**src/rtl/reflet_bus_arbiter.sv**
```systemverilog
// -----------------------------------------------------------------------------
// reflet_bus_arbiter
//
// Shares the single system memory bus (ROM, RAM, peripherals) between two
// masters: m0 (the reflet CPU) and m1 (a secondary master such as DMA or a
// debug engine). Arbitration is round-robin. When both masters keep
// requesting, a bounded burst length forces the bus to be handed over.
//
// Handshake: a master holds mx_req high for every cycle in which it wants a
// bus access. An access happens in every cycle where mx_gnt and mx_req are
// both high (acc_x). mx_gnt is registered, so it appears the cycle after the
// request is first seen. mx_stall = mx_req & !mx_gnt tells the master to hold
// its request and address. For reads, mx_rvalid goes high exactly one cycle
// after the access, and rdata is valid in that cycle.
//
// Parameters
//   wordsize   width of address and data buses
//   max_burst  consecutive owned cycles before a forced handover while the
//              other master waits; 0 = owner keeps the bus until it drops req
//
// Ports
//   clk, reset                   system clock, synchronous active-high reset
//   mx_req/addr/wdata/we         master x request, address, write data, write enable
//   mx_gnt                       master x owns the bus (registered)
//   mx_stall                     master x requests but does not own the bus
//   mx_rvalid                    read data for master x is on rdata this cycle
//   rdata                        bus read data broadcast to both masters
//   bus_addr/bus_wdata/bus_we    shared slave-side outputs (zero when no access)
//   bus_rdata                    OR of slave read data, one-cycle latency
//   dbg_state                    arbiter state (0 IDLE, 1 OWN0, 2 OWN1)
// -----------------------------------------------------------------------------
module reflet_bus_arbiter #(
  parameter int wordsize  = 16,
  parameter int max_burst = 4
) (
  input  logic                clk,
  input  logic                reset,
  input  logic                m0_req,
  input  logic [wordsize-1:0] m0_addr,
  input  logic [wordsize-1:0] m0_wdata,
  input  logic                m0_we,
  output logic                m0_gnt,
  output logic                m0_stall,
  output logic                m0_rvalid,
  input  logic                m1_req,
  input  logic [wordsize-1:0] m1_addr,
  input  logic [wordsize-1:0] m1_wdata,
  input  logic                m1_we,
  output logic                m1_gnt,
  output logic                m1_stall,
  output logic                m1_rvalid,
  output logic [wordsize-1:0] rdata,
  output logic [wordsize-1:0] bus_addr,
  output logic [wordsize-1:0] bus_wdata,
  output logic                bus_we,
  input  logic [wordsize-1:0] bus_rdata,
  output logic [1:0]          dbg_state
);

  // The counter needs to reach max_burst-1. Keep it at least one bit wide.
  localparam int CW = (max_burst < 1) ? 1 : $clog2(max_burst + 1);
  localparam int BL = (max_burst == 0) ? 0 : max_burst - 1;
  localparam logic [CW-1:0] BURST_LAST = CW'(BL);
  localparam logic [CW-1:0] CNT_MAX    = '1;
  localparam logic [CW-1:0] CNT_ONE    = CW'(1);

  typedef enum logic [1:0] {
    IDLE = 2'd0,
    OWN0 = 2'd1,
    OWN1 = 2'd2
  } state_t;

  state_t          state;
  state_t          state_next;
  logic            last;        // last owner: 0 = m0, 1 = m1
  logic [CW-1:0]   cnt;         // owned cycles since entry, saturating
  logic            burst_done;
  logic            acc0;
  logic            acc1;

  // The owner has used its burst allowance. With max_burst = 0 it never runs out.
  assign burst_done = (max_burst != 0) && (cnt >= BURST_LAST);

  // State register, last owner, burst counter and read-return flags
  always_ff @(posedge clk) begin
    if (reset) begin
      state     <= IDLE;
      last      <= 1'b1;        // makes m0 win the first tie
      cnt       <= '0;
      m0_rvalid <= 1'b0;
      m1_rvalid <= 1'b0;
    end else begin
      state     <= state_next;
      m0_rvalid <= acc0 & ~m0_we;
      m1_rvalid <= acc1 & ~m1_we;
      if (state_next == OWN0 && state != OWN0) begin
        last <= 1'b0;
        cnt  <= '0;
      end else if (state_next == OWN1 && state != OWN1) begin
        last <= 1'b1;
        cnt  <= '0;
      end else if (state != IDLE && cnt != CNT_MAX) begin
        cnt <= cnt + CNT_ONE;
      end
    end
  end

  // Next-state logic
  always_comb begin
    state_next = state;
    case (state)
      IDLE: begin
        if (m0_req && m1_req) begin
          state_next = last ? OWN0 : OWN1;
        end else if (m0_req) begin
          state_next = OWN0;
        end else if (m1_req) begin
          state_next = OWN1;
        end
      end
      OWN0: begin
        if (!m0_req) begin
          state_next = m1_req ? OWN1 : IDLE;
        end else if (m1_req && burst_done) begin
          state_next = OWN1;
        end
      end
      OWN1: begin
        if (!m1_req) begin
          state_next = m0_req ? OWN0 : IDLE;
        end else if (m0_req && burst_done) begin
          state_next = OWN0;
        end
      end
      default: state_next = IDLE;
    endcase
  end

  // Output logic: bus outputs follow the master that is actually accessing.
  // With no access they are all zero, so bus_we can never be high without
  // an owning, requesting master.
  always_comb begin
    m0_gnt    = (state == OWN0);
    m1_gnt    = (state == OWN1);
    acc0      = m0_gnt & m0_req;
    acc1      = m1_gnt & m1_req;
    m0_stall  = m0_req & ~m0_gnt;
    m1_stall  = m1_req & ~m1_gnt;
    bus_addr  = '0;
    bus_wdata = '0;
    bus_we    = 1'b0;
    if (acc0) begin
      bus_addr  = m0_addr;
      bus_wdata = m0_wdata;
      bus_we    = m0_we;
    end else if (acc1) begin
      bus_addr  = m1_addr;
      bus_wdata = m1_wdata;
      bus_we    = m1_we;
    end
    rdata     = bus_rdata;
    dbg_state = state;
  end

endmodule

```
**config.mk**
```make
export PLATFORM = sky130hd
export DESIGN_NAME = reflet_bus_arbiter
export DESIGN_NICKNAME = d
export VERILOG_FILES = /design/src/rtl/reflet_bus_arbiter.sv
export SDC_FILE = /design/constraint.sdc
export NUM_CORES = 1
export LEC_CHECK = 0
export BUFFER_PORTS_ARGS = -buffer_cell sky130_fd_sc_hd__buf_2
export CORE_MARGIN = 2
export CORE_UTILIZATION = 32
export DETAILED_ROUTE_END_ITERATION = 12
export HOLD_SLACK_MARGIN = 0.1
export PLACE_DENSITY = 0.92
export SLEW_MARGIN = 20
export SYNTH_ARGS = -nofsm -noshare
export SYNTH_HDL_FRONTEND = slang
export SYNTH_SLANG_ARGS = --single-unit
```
**constraint.sdc**
```tcl
create_clock -name clk -period 2.3 [get_ports clk]
set_input_delay 0 -clock clk [delete_from_list [all_inputs] [get_ports clk]]
set_output_delay 0 -clock clk [all_outputs]
set_load 0.05 [all_outputs]
```
# Word-level counts from Yosys, hierarchy flattened

Index checks and enable logic that the tools add are counted.

Flip-flop bits (word level): 8
Bits in writable memories: 0
Memories: 0
ROM bits: 0
Input port bits: 86
Bits in latches: 0

Div/mod/pow operators: 0
Magnitude comparators: 1
Reduce and logical (&&, ||, !) cells: 10
Muxes and demuxes: 19
Bitwise gates (word level): 10
$mul: 0
Shift-type cells: 0
Add/sub/neg operators: 1
Equal/unequal tests: 7

Operators with widths:

| kind                                                               | number |
|---|---|
| 2-to-1 mux 16 bit                                                  | 4 |
| 2-to-1 mux 2 bit                                                   | 9 |
| bitwise AND 1 bit                                                  | 6 |
| logical AND 1 bit                                                  | 6 |
| case mux 2 bit (3 select lines)                                    | 1 |
| 2-to-1 mux 1 bit                                                   | 5 |
| equality test 2 x 1 -> 1 bit (second input constant)               | 2 |
| equality test 2 bit (second input constant)                        | 2 |
| NOT 1 bit                                                          | 4 |
| nonzero test 2 bit                                                 | 2 |
| adder 3 x 1 -> 3 bit (second input constant)                       | 1 |
| greater-or-equal comparator 3 x 2 -> 1 bit (second input constant) | 1 |
| inequality test 3 bit (second input constant)                      | 1 |
| OR reduction 3 bit                                                 | 1 |
| logical NOT 2 bit                                                  | 1 |
| inequality test 2 x 1 -> 1 bit (second input constant)             | 1 |
| inequality test 2 bit (second input constant)                      | 1 |

# Logic depth before layout (Yosys ltp)

Gate-level depths: netlist of run 1.

Word-level depth: 9
Mapped depth: 6

# Worst setup path after synthesis of run 1

OpenSTA, ideal clock, no wires.

Path type: register -> output
From: register state[1] (netlist: dbg_state[1])
To: output bus_addr[0]
Setup slack: 0.208 ns
Data arrival time: 2.092 ns
Data required time: 2.300 ns
Cell stages (with the launch flop): 7
Cells stage by stage: dfxtp_1 -> buf_6 -> nor2b_4 -> and2_4 -> buf_12 -> buf_12 -> a22o_1

Longest elaborated chain between the ends: 4

RTL lines:

| what                   | RTL line | RTL |
|---|---|---|
| from (decl)            | 73       | `state_t state;` |
| from (signal assigned) | 93       | `state <= state_next;` |
| equality test 2 bit    | 144      | `m1_gnt = (state == OWN1);` |
| via m1_gnt             | 49       | `output logic m1_gnt,` |
| bitwise AND 1 bit      | 146      | `acc1 = m1_gnt & m1_req;` |
| 2-to-1 mux 16 bit      | 156      | `end else if (acc1) begin` |
| 2-to-1 mux 16 bit      | 152      | `if (acc0) begin` |
| to (decl)              | 53       | `output logic [wordsize-1:0] bus_addr,` |

The timed path passes the listed nets, and every way through them passes these cells.

# Final worst setup path of run 1

From: register state[1] (netlist: dbg_state[1])
To: register m1_rvalid

Longest elaborated chain between the ends: 3

RTL lines:

| what                 | RTL line | RTL |
|---|---|---|
| equality test 2 bit  | 144      |  |
| bitwise AND 1 bit    | 146      |  |
| bitwise AND 1 bit    | 95       | `m1_rvalid <= acc1 & ~m1_we;` |
| to (signal assigned) | 95       |  |
| to (decl)            | 51       | `output logic m1_rvalid,` |

Every way passes these cells.
A chain may end at the register's enable or synchronous reset.

==> run_results.csv, run 1 <==
group,metric,value,unit
layout,layout_commonest_cell,"buf_2",
logic_synthesis,synth-adder-area-share,3.48,%
sta,fin_skew,0.0103,ns
worst_setup_path,crit_fanout,34,
global_route,grt_max_degree,36,
logic_synthesis,syn_avg_cell_area,10.2,µm²
placement,hpwl,2.61,mm
logic_synthesis,yosys_warnings,0,
worst_setup_path,cpMaxStageDelayCell,"dfxtp_1",
layout,synthToLayoutAreaGrowth,54.9,%
logic_synthesis,synth-async-reset-ratio,0,%
route,dr_total_vias,1286,
route,ant_nets,0,
floorplan,core-area,0.00328,mm²
worst_setup_path,crit_arrival,2.27,ns
power,ir_drop,0.293,mV
worst_setup_path,path_cells,"nor2b_4 > and2_4 > nor3b_2 > dlygate4sd3_1",
clock_network,cts.path.max_buffers,2,
logic_synthesis,syn_area,0.00108,mm²
logic_synthesis,synth_edf_count,0,
hold_path,hp-class,"input pin to flip-flop",
logic_synthesis,synthCells,106,
logic_synthesis,synth_top_family_by_area,"compound AO/OA/AOI/OAI gates",
clock_network,clk_pin_slew,0.06,ns
clock_network,cts_root_buf,"clkbuf_4",
clock_network,cts_tree,"yes",
logic_synthesis,synthFlopType,"dfxtp_1",
global_route,grt_pass1_wl,4.25,mm
floorplan,io_pins,143,
route,drt_iter0_drc,26,
logic_synthesis,synth.top_cell.area_share,26.8,%
global_route,antenna_found_initial,0,
sta,max_freq,483,MHz
layout,seq_area,160,µm²
route,drt_wl_total,3.55,mm
clock_network,cts.sinks,8,
worst_setup_path,cp-end-kind,"flip-flop",
layout,mostFrequentLayoutCells,"buf_2, a22o_1, dlygate4sd3_1, dfxtp_1",
logic_synthesis,yosys.area_share.simple,15.9,%
floorplan,start_util,32.9,%
logic_synthesis,synth_cell_type_count,35,
sta,fin_crit,2.07,ns
sta,final-setup-viol-count,0,
logic_synthesis,yosysTopAreaCell,"a22o_1",
sta,slew_violations,0,
worst_setup_path,timing.rr.start,"dbg_state[1]",
sta,hold_viol,0,
power,p_per_area,422,mW/mm²
layout,final_nets,307,
logic_synthesis,yosys_register_bits,8,
sta,period_share,90.1,%
sta,setup_tns,0,ns
route,routedWlPerCell,13.5,µm
layout,finalNonFillerCells,262,
placement,gp_congestion,0.846,
hold_path,worstHoldStart,"m1_req",
worst_setup_path,crit_start,"dbg_state[1]",
sta,rsz0062_at_grt,"no",
logic_synthesis,synth_nets,195,
worst_setup_path,path_class,"flip-flop to flip-flop",
worst_setup_path,crit_path_max_incr_delay,0.61,ns
route,viasPerCell,4.91,
floorplan,die_height,62.1,µm
sta,slew_headroom,63.4,%
job,cap_violations,0,
route,drc,0,
power,p_total,706,µW
worst_setup_path,required,2.50,ns
logic_synthesis,yosysSeqAreaShare,14.8,%
layout,diodes,0,
clock_network,cts_buffers,3,
floorplan,dieArea,0.00386,mm²
floorplan,die_w,62.1,µm
placement,post-place-cells,236,
route,drt_first_pass_iters,4,
logic_synthesis,muxShareOfSynthArea,1.97,%
worst_setup_path,start_kind,"flip-flop",
global_route,grt_usage,15.1,%
logic_synthesis,synth.area.top_cells,"a22o_1, dfxtp_1, buf_4, buf_12, buf_6",
status,run_status,"finished clean",
layout,fillers,307,
layout,multi_input_area,648,µm²
worst_setup_path,r2r_slack,0.23,ns
clock_network,htree_levels,1,
layout,final_layout_size_suffix_gt1_share,57.9,%
sta,worst_pin_slew,0.547,ns
power,p_leak,0.918,nW
global_route,grt_pass1_vias,964,
clock_network,ctsResizeCount,0,
global_route,gr-total-overflow,0,
floorplan,row_count,21,
logic_synthesis,synthXorXnorAreaFrac,0.811,%
clock_network,insertion_delay,0.27,ns
logic_synthesis,synth_compound_area_share,37.9,%
placement,io_buffer_count,110,
## state kept, by name, indices dropped and copies added (netlist names)
register   flops
cnt            3
m0_rvalid      1
last           1
dbg_state      2
m1_rvalid      1
## final timing paths
path	to	cells after the start
setup / recovery	m1_rvalid	4
hold reg to reg	last	1
setup reg to reg	m1_rvalid	4
hold / removal	dbg_state[0]	3
## kinds of logic after synthesis
logic type,count (synthesis)
fa+ha+maj,3
mux,2
xor+xnor,1
buf+inv,27
simple gates,19
flops,8
compound gates,46
## where the power goes
part,switching [mW],internal [mW]
combinational,0.284,0.146
clock,0.0549,0.0602
sequential,0.0154,0.146
total,0.354,0.352
## worst max-delay path: cells and delay by family (launching register included)
family / cells / cell delay, ns
buffers and inverters: 1 / 0.55
DFF: 1 / 0.61
and+or+nand+nor: 3 / 0.83
## what timing repair did
action,in CTS,in global routing
hold buffers,23,0
hold endpoints to repair,23,0
buffers inserted,0,0
endpoints found under the setup margin,0,0
## cell type report
| cell class | count | share of cell area (%) |
|---|---|---|
| tap | 46 | 3.44 |
| sequential | 8 | 9.57 |
| inverter | 1 | 0.224 |
| clock buffer | 3 | 1.35 |
| timing repair buffer | 133 | 46.7 |
| multi-input combinational | 71 | 38.7 |
## synth_stat cells, types with 2 or more instances
cell,count
a21oi_1,2
a211o_1,2
buf_6,6
a22o_1,33
ha_1,3
and2_4,2
nor4_1,2
buf_4,16
dfxtp_1,8
buf_12,4
nor3b_2,3
nor2b_4,2
## metrics by stage
step | instance area, µm² | hold WS [ns] | utilization (%) | worst slack, ns
finish | 1670 | 0.155 | 50.9 | 0.228
detailed placement | 1420 | 0.000341 | 43.2 | 0.549
CTS | 1670 | 0.154 | 50.9 | 0.244
floorplan | 1080 | 0.0688 | - | 0.208
global route | 1670 | 0.209 | 50.9 | 0.130
global placement | 1420 | 0.000341 | 43.2 | 0.627
## layer usage
layer | global-route usage [%] | vias to the layer above | wire (µm)
met5 | 0 | - | 0
met4 | 6.38 | 0 | 40
met3 | 2.28 | 4 | 263
met2 | 26.9 | 64 | 1880
met1 | 17.9 | 597 | 1360
li1 | - | 621 | -
Note: power is estimated with default switching activity, not from simulation.
==> run 2, diff against run 1 <==
--- a/config.mk
+++ b/config.mk
@@ -5,13 +5,13 @@
 export SDC_FILE = /design/constraint.sdc
 export NUM_CORES = 1
 export LEC_CHECK = 0
+export ABC_AREA = 1
 export BUFFER_PORTS_ARGS = -buffer_cell sky130_fd_sc_hd__buf_2
 export CORE_MARGIN = 2
-export CORE_UTILIZATION = 32
+export CORE_UTILIZATION = 29
 export DETAILED_ROUTE_END_ITERATION = 12
 export HOLD_SLACK_MARGIN = 0.1
 export PLACE_DENSITY = 0.92
-export SLEW_MARGIN = 20
 export SYNTH_ARGS = -nofsm -noshare
 export SYNTH_HDL_FRONTEND = slang
 export SYNTH_SLANG_ARGS = --single-unit
==> run 2 against run 1 <==
Net effect: wire length is 5.1% higher; global-route usage is 3.0 points higher; synthesized cell count is 15% higher; critical path type is now flip-flop to output pin; critical endpoint is now bus_wdata[0]; largest cell class unchanged; largest power group unchanged; highest routed layer unchanged.
==> run_results.csv, run 2 <==
group,metric,value,unit
status,run_status,"finished clean",
power,intPower,357,µW
logic_synthesis,synth.area.top_cells,"a22o_1, dfxtp_1, buf_4, nand2_1, nor2_1",
power,p_per_area,479,mW/mm²
power,p_total,759,µW
floorplan,core-area,0.00300,mm²
sta,setup_tns,0,ns
worst_setup_path,crit_arrival,1.88,ns
logic_synthesis,synth_edf_count,0,
hold_path,hp-class,"input pin to flip-flop",
global_route,gr-total-overflow,0,
power,power.share.clock,14.0,%
worst_setup_path,start_kind,"flip-flop",
job,cap_violations,0,
sta,period_share,81.6,%
logic_synthesis,synth.top_cell.area_share,32.0,%
logic_synthesis,syn_area,905,µm²
logic_synthesis,yosys.area_share.simple,19.5,%
power,p_sw,402,µW
logic_synthesis,yosysTopAreaCell,"a22o_1",
clock_network,ctsResizeCount,0,
sta,fin_skew,0.00231,ns
global_route,grt_pass1_vias,1055,
logic_synthesis,synth_common_cells,"a22o_1, buf_4, nand2_1",
layout,layout_commonest_cell,"buf_2",
clock_network,cts_buffers,3,
global_route,antenna_found_initial,2,
logic_synthesis,synthCells,122,
power,pwr-share-comb,65.3,%
placement,hpwl,2.82,mm
floorplan,start_util,30.1,%
layout,mostFrequentLayoutCells,"buf_2, a22o_1, dlygate4sd3_1, nand2_1, nor2_1",
logic_synthesis,yosysMostFrequentCell,"a22o_1",
power,seq_power_share,20.7,%
floorplan,io_pins,143,
layout,fillers,282,
route,drt_iter0_drc,50,
logic_synthesis,synth_cell_type_count,20,
clock_network,insertion_delay,0.25,ns
route,ant_nets,0,
clock_network,cts_tree,"yes",
sta,fin_crit,1.88,ns
floorplan,dieArea,0.00358,mm²
sta,worst_pin_slew,0.701,ns
floorplan,row_count,20,
logic_synthesis,yosys_register_bits,8,
global_route,grt_usage,18.2,%
logic_synthesis,synthFlopType,"dfxtp_1",
floorplan,die_height,59.9,µm
sta,max_freq,533,MHz
clock_network,htree_levels,1,
logic_synthesis,synth-adder-area-share,4.15,%
sta,final-setup-viol-count,0,
route,routedWlPerCell,13.8,µm
floorplan,die_w,59.9,µm
logic_synthesis,synth_nets,211,
route,drt_first_pass_iters,4,
logic_synthesis,synthXorXnorAreaFrac,0.968,%
sta,hold_viol,0,
clock_network,cts_root_buf,"clkbuf_4",
logic_synthesis,yosysSeqAreaShare,17.7,%
sta,slew_violations,0,
clock_network,cts.path.max_buffers,2,
placement,placed_area,0.00135,mm²
logic_synthesis,synth-async-reset-ratio,0,%
route,drc,0,
logic_synthesis,synth_top_family_by_area,"compound AO/OA/AOI/OAI gates",
clock_network,cts.sinks,8,
power,p_leak,0.941,nW
layout,synthToLayoutAreaGrowth,75.1,%
worst_setup_path,cp-end-kind,"output pin",
layout,largest_reg_flops,3,
logic_synthesis,muxShareOfSynthArea,0,%
worst_setup_path,path_class,"flip-flop to output pin",
layout,finalNonFillerCells,270,
layout,seq_area,160,µm²
layout,final_layout_size_suffix_gt1_share,51.1,%
power,swShare,52.9,%
sta,slew_headroom,53.2,%
placement,io_buffer_count,110,
global_route,grt_pass1_wl,4.78,mm
layout,regMostFlops,"cnt",
route,dr_total_vias,1287,
placement,gp_congestion,0.817,
placement,post-place-cells,244,
route,drt_wl_total,3.73,mm
route,viasPerCell,4.77,
logic_synthesis,synth_compound_area_share,35.7,%
global_route,grt_max_degree,35,
layout,final_nets,326,
layout,multi_input_area,546,µm²
clock_network,clk_pin_slew,0.05,ns
logic_synthesis,yosys_warnings,0,
sta,rsz0062_at_grt,"no",
worst_setup_path,crit_fanout,34,
logic_synthesis,syn_avg_cell_area,7.41,µm²
layout,final_area,0.00158,mm²
power,ir_drop,0.170,mV
worst_setup_path,required,2.30,ns
layout,fin_util,52.8,%
[run 2: final timing paths]
check                           slack, ns  cells after the start          from      endpoint
worst max-delay path                 0.42                      5  dbg_state[1]  bus_wdata[0]
worst min-delay path                 0.13                      4        m1_req  dbg_state[0]
worst max register to register       0.73                      9        cnt[0]        cnt[2]
worst min register to register       0.52                      2          last          last
[run 2: power by group through the flow]
stage	Combinational (mW)	Sequential [mW]	Clock (mW)
floorplan	0.353	0.174	0
global placement	0.407	0.159	0
detailed placement	0.412	0.160	0
CTS	0.495	0.157	0.111
global route	0.527	0.158	0.121
finish	0.496	0.157	0.106
[run 2: metal layers]
layer	vias up	track usage, %	wire length, µm
met5	-	0	0
met2	73	31.4	1950
met4	0	3.81	22
met1	563	19.7	1280
met3	2	9.52	479
li1	649	-	-
[run 2: layout make-up]
cell class              count  area share [%]
multi-input cells          81            34.4
inverters                  11            2.61
diodes                      2           0.316
repair buffers            132            48.5
flip-flops and latches      8            10.1
clock buffers               3            1.42
well taps                  33            2.61
[run 2: kinds of logic (layout without fill, tap and decap cells)]
family / Yosys count / after routing
compound gates: 39 / 39
flops: 8 / 8
simple gates: 38 / 38
xor+xnor: 1 / 1
other cells: 0 / 2
fa+ha+maj: 3 / 3
buf+inv: 33 / 146
[run 2: critical path, cell delays in order, from the launching register on]
cell     delay [ns]
dfxtp_1        0.34
inv_2          0.09
nand2_2        0.09
nor2_4         0.55
a22o_1         0.28
buf_2          0.27
[run 2: stage by stage]
stage	hold slack (ns)	setup WS, ns
6_report	0.131	0.423
5_1_grt	0.137	0.319
4_1_cts	0.121	0.411
3_5_place_dp	0.000341	0.692
3_3_place_gp	0.000341	0.743
2_1_floorplan	0.0691	0.415
[run 2: timing repair]
item / in CTS / in global routing
buffers inserted: 0 / 0
hold buffers: 21 / 0
endpoints found under the hold margin: 21 / 0
==> run 3, diff against run 2 <==
--- a/config.mk
+++ b/config.mk
@@ -5,13 +5,13 @@
 export SDC_FILE = /design/constraint.sdc
 export NUM_CORES = 1
 export LEC_CHECK = 0
-export ABC_AREA = 1
+export ABC_AREA = 0
 export BUFFER_PORTS_ARGS = -buffer_cell sky130_fd_sc_hd__buf_2
 export CORE_MARGIN = 2
 export CORE_UTILIZATION = 29
 export DETAILED_ROUTE_END_ITERATION = 12
 export HOLD_SLACK_MARGIN = 0.1
-export PLACE_DENSITY = 0.92
+export PLACE_DENSITY = 0.88
 export SYNTH_ARGS = -nofsm -noshare
 export SYNTH_HDL_FRONTEND = slang
 export SYNTH_SLANG_ARGS = --single-unit
==> constraint.sdc (replaced) <==
create_clock -name clk -period 1.6 [get_ports clk]
set_input_delay 0 -clock clk [delete_from_list [all_inputs] [get_ports clk]]
set_output_delay 0 -clock clk [all_outputs]
set_load 0.05 [all_outputs]
==> run 3 against run 2 <==
Net effect: register-to-register slack got worse by 0.74 ns; final area rose by 44%; largest cell class unchanged; final cell count grew 3.7%; setup slack got worse by 0.43 ns; hold slack better by 0.24 ns; highest routed layer unchanged; wire length increased by 34%; sequential cell count stayed put; the run now ends with negative setup slack left.
==> run_results.csv, run 3 (synthesis gave the netlist of run 1 again) <==
group,metric,value,unit
status,run_status,"finished, violations left",
status,violations,"negative setup slack",
hold_path,hp-class,"input pin to output pin",
clock_network,clk_pin_slew,0.05,ns
sta,rsz0062_at_grt,"yes",
layout,fillers,275,
route,drt_iter0_drc,39,
floorplan,die_w,65.0,µm
sta,slew_headroom,66.2,%
placement,io_buffer_count,110,
placement,gp_congestion,0.817,
power,p_total,1.31,mW
global_route,grt_usage,18.9,%
clock_network,cts.path.max_buffers,2,
placement,pre_cts_ws,0.0169,ns
layout,largest_reg_flops,3,
sta,fin_skew,0.00465,ns
clock_network,cts.sinks,8,
sta,worst_pin_slew,0.505,ns
route,dr_total_vias,1459,
worst_setup_path,required,1.73,ns
clock_network,cts_buffers,3,
global_route,grt_pass1_vias,1316,
sta,setup_tns,-0.0137,ns
global_route,grt_pass1_wl,6.17,mm
layout,final_layout_size_suffix_gt1_share,80.2,%
route,drc,0,
sta,period_share,101,%
layout,regMostFlops,"cnt",
placement,post-place-cells,247,
global_route,antenna_found_initial,0,
sta,max_freq,621,MHz
sta,fin_crit,1.61,ns
floorplan,row_count,22,
worst_setup_path,crit_fanout,4,
layout,layout_commonest_cell,"buf_2",
route,drt_wl_total,4.98,mm
clock_network,htree_levels,1,
floorplan,dieArea,0.00423,mm²
route,ant_nets,0,
floorplan,io_pins,143,
global_route,gr-total-overflow,0,
power,p_leak,1.20,nW
layout,mostFrequentLayoutCells,"buf_2, buf_4, a22o_4, dlygate4sd3_1",
sta,final-setup-viol-count,2,
floorplan,start_util,29.7,%
clock_network,cts_root_buf,"clkbuf_8",
clock_network,cts_tree,"yes",
route,routedWlPerCell,17.8,µm
worst_setup_path,path_class,"flip-flop to flip-flop",
layout,final_nets,322,
job,cap_violations,0,
power,p_per_area,572,mW/mm²
worst_setup_path,start_kind,"flip-flop",
layout,finalNonFillerCells,280,
sta,hold_viol,0,
clock_network,insertion_delay,0.24,ns
global_route,grt_max_degree,19,
worst_setup_path,crit_arrival,1.74,ns
worst_setup_path,cp-end-kind,"flip-flop",
floorplan,core-area,0.00363,mm²
route,drt_first_pass_iters,4,
layout,fin_util,62.7,%
route,viasPerCell,5.21,
floorplan,die_height,65.0,µm
layout,diodes,0,
power,ir_drop,0.230,mV
layout,synthToLayoutAreaGrowth,111,%
sta,slew_violations,0,
sta,setup_ws,-0.0115,ns
placement,hpwl,3.30,mm
run 3: cell count changes in the layout (fill, tap and decap cells not counted), moves of 3 or more:
cell	change
buf_4	+38
a22o_1	-33
a22o_4	+30
buf_2	-30
nand2_1	-16
nor2_1	-10
inv_1	-9
buf_12	+4
dfxtp_1	-4
a22o_2	+3
clkbuf_8	+3
nor3b_2	+3
run 3: final cells by class:
| cell class | instances | area (µm²) | share of cell area [%] |
|---|---|---|---|
| clock buffer | 4 | 45.0 | 1.98 |
| inverter | 1 | 3.75 | 0.165 |
| multi-input combinational | 71 | 983 | 43.1 |
| sequential | 8 | 170 | 7.46 |
| tap | 48 | 60.1 | 2.63 |
| timing repair buffer | 148 | 1020 | 44.6 |
run 3: report_power, final:
part           switching, mW  leakage, nW  internal (mW)
logic                  0.484         1.11          0.319
registers             0.0172       0.0675          0.211
clock network         0.0999       0.0228          0.174
run 3: path summary, 6_finish.rpt:
kind | startpoint | endpoint | slack [ns] | cells after the start
setup / recovery | cnt[1] | last | -0.01 | 5
hold / removal | m1_addr[10] | bus_addr[10] | 0.37 | 3
setup reg to reg | cnt[1] | last | -0.01 | 5
hold reg to reg | last | last | 0.54 | 1
run 3: critical path, stage by stage, from the launching register on:
cell	delay, ns
dfxtp_2	0.33
ha_4	0.17
ha_4	0.16
a211oi_4	0.38
a311oi_4	0.20
a211o_1	0.26
run 3: metrics by stage:
stage | cell area (µm²) | hold slack, ns
after floorplan | 1360 | 0.0688
after global placement | 1800 | 0.000341
after detailed placement | 1800 | 0.000341
after CTS | 2140 | 0.371
after global routing | 2280 | 0.377
final | 2280 | 0.369
run 3: what timing repair did:
item | in CTS | in global routing
cloned | 0 | 0
setup buffers | 1 | 7
pin swaps | 0 | 8
hold buffers | 21 | 0
setup endpoints to repair | 28 | 38
hold endpoints to repair | 23 | 0
resized for setup | 28 | 16
run 3: per-layer routing:
metal | wire (µm) | track usage (%) | vias to the layer above
li1 | - | - | 656
met1 | 1570 | 18.2 | 688
met2 | 2760 | 36.9 | 104
met3 | 528 | 5.90 | 11
met4 | 114 | 7.29 | 0
met5 | 0 | 0 | -
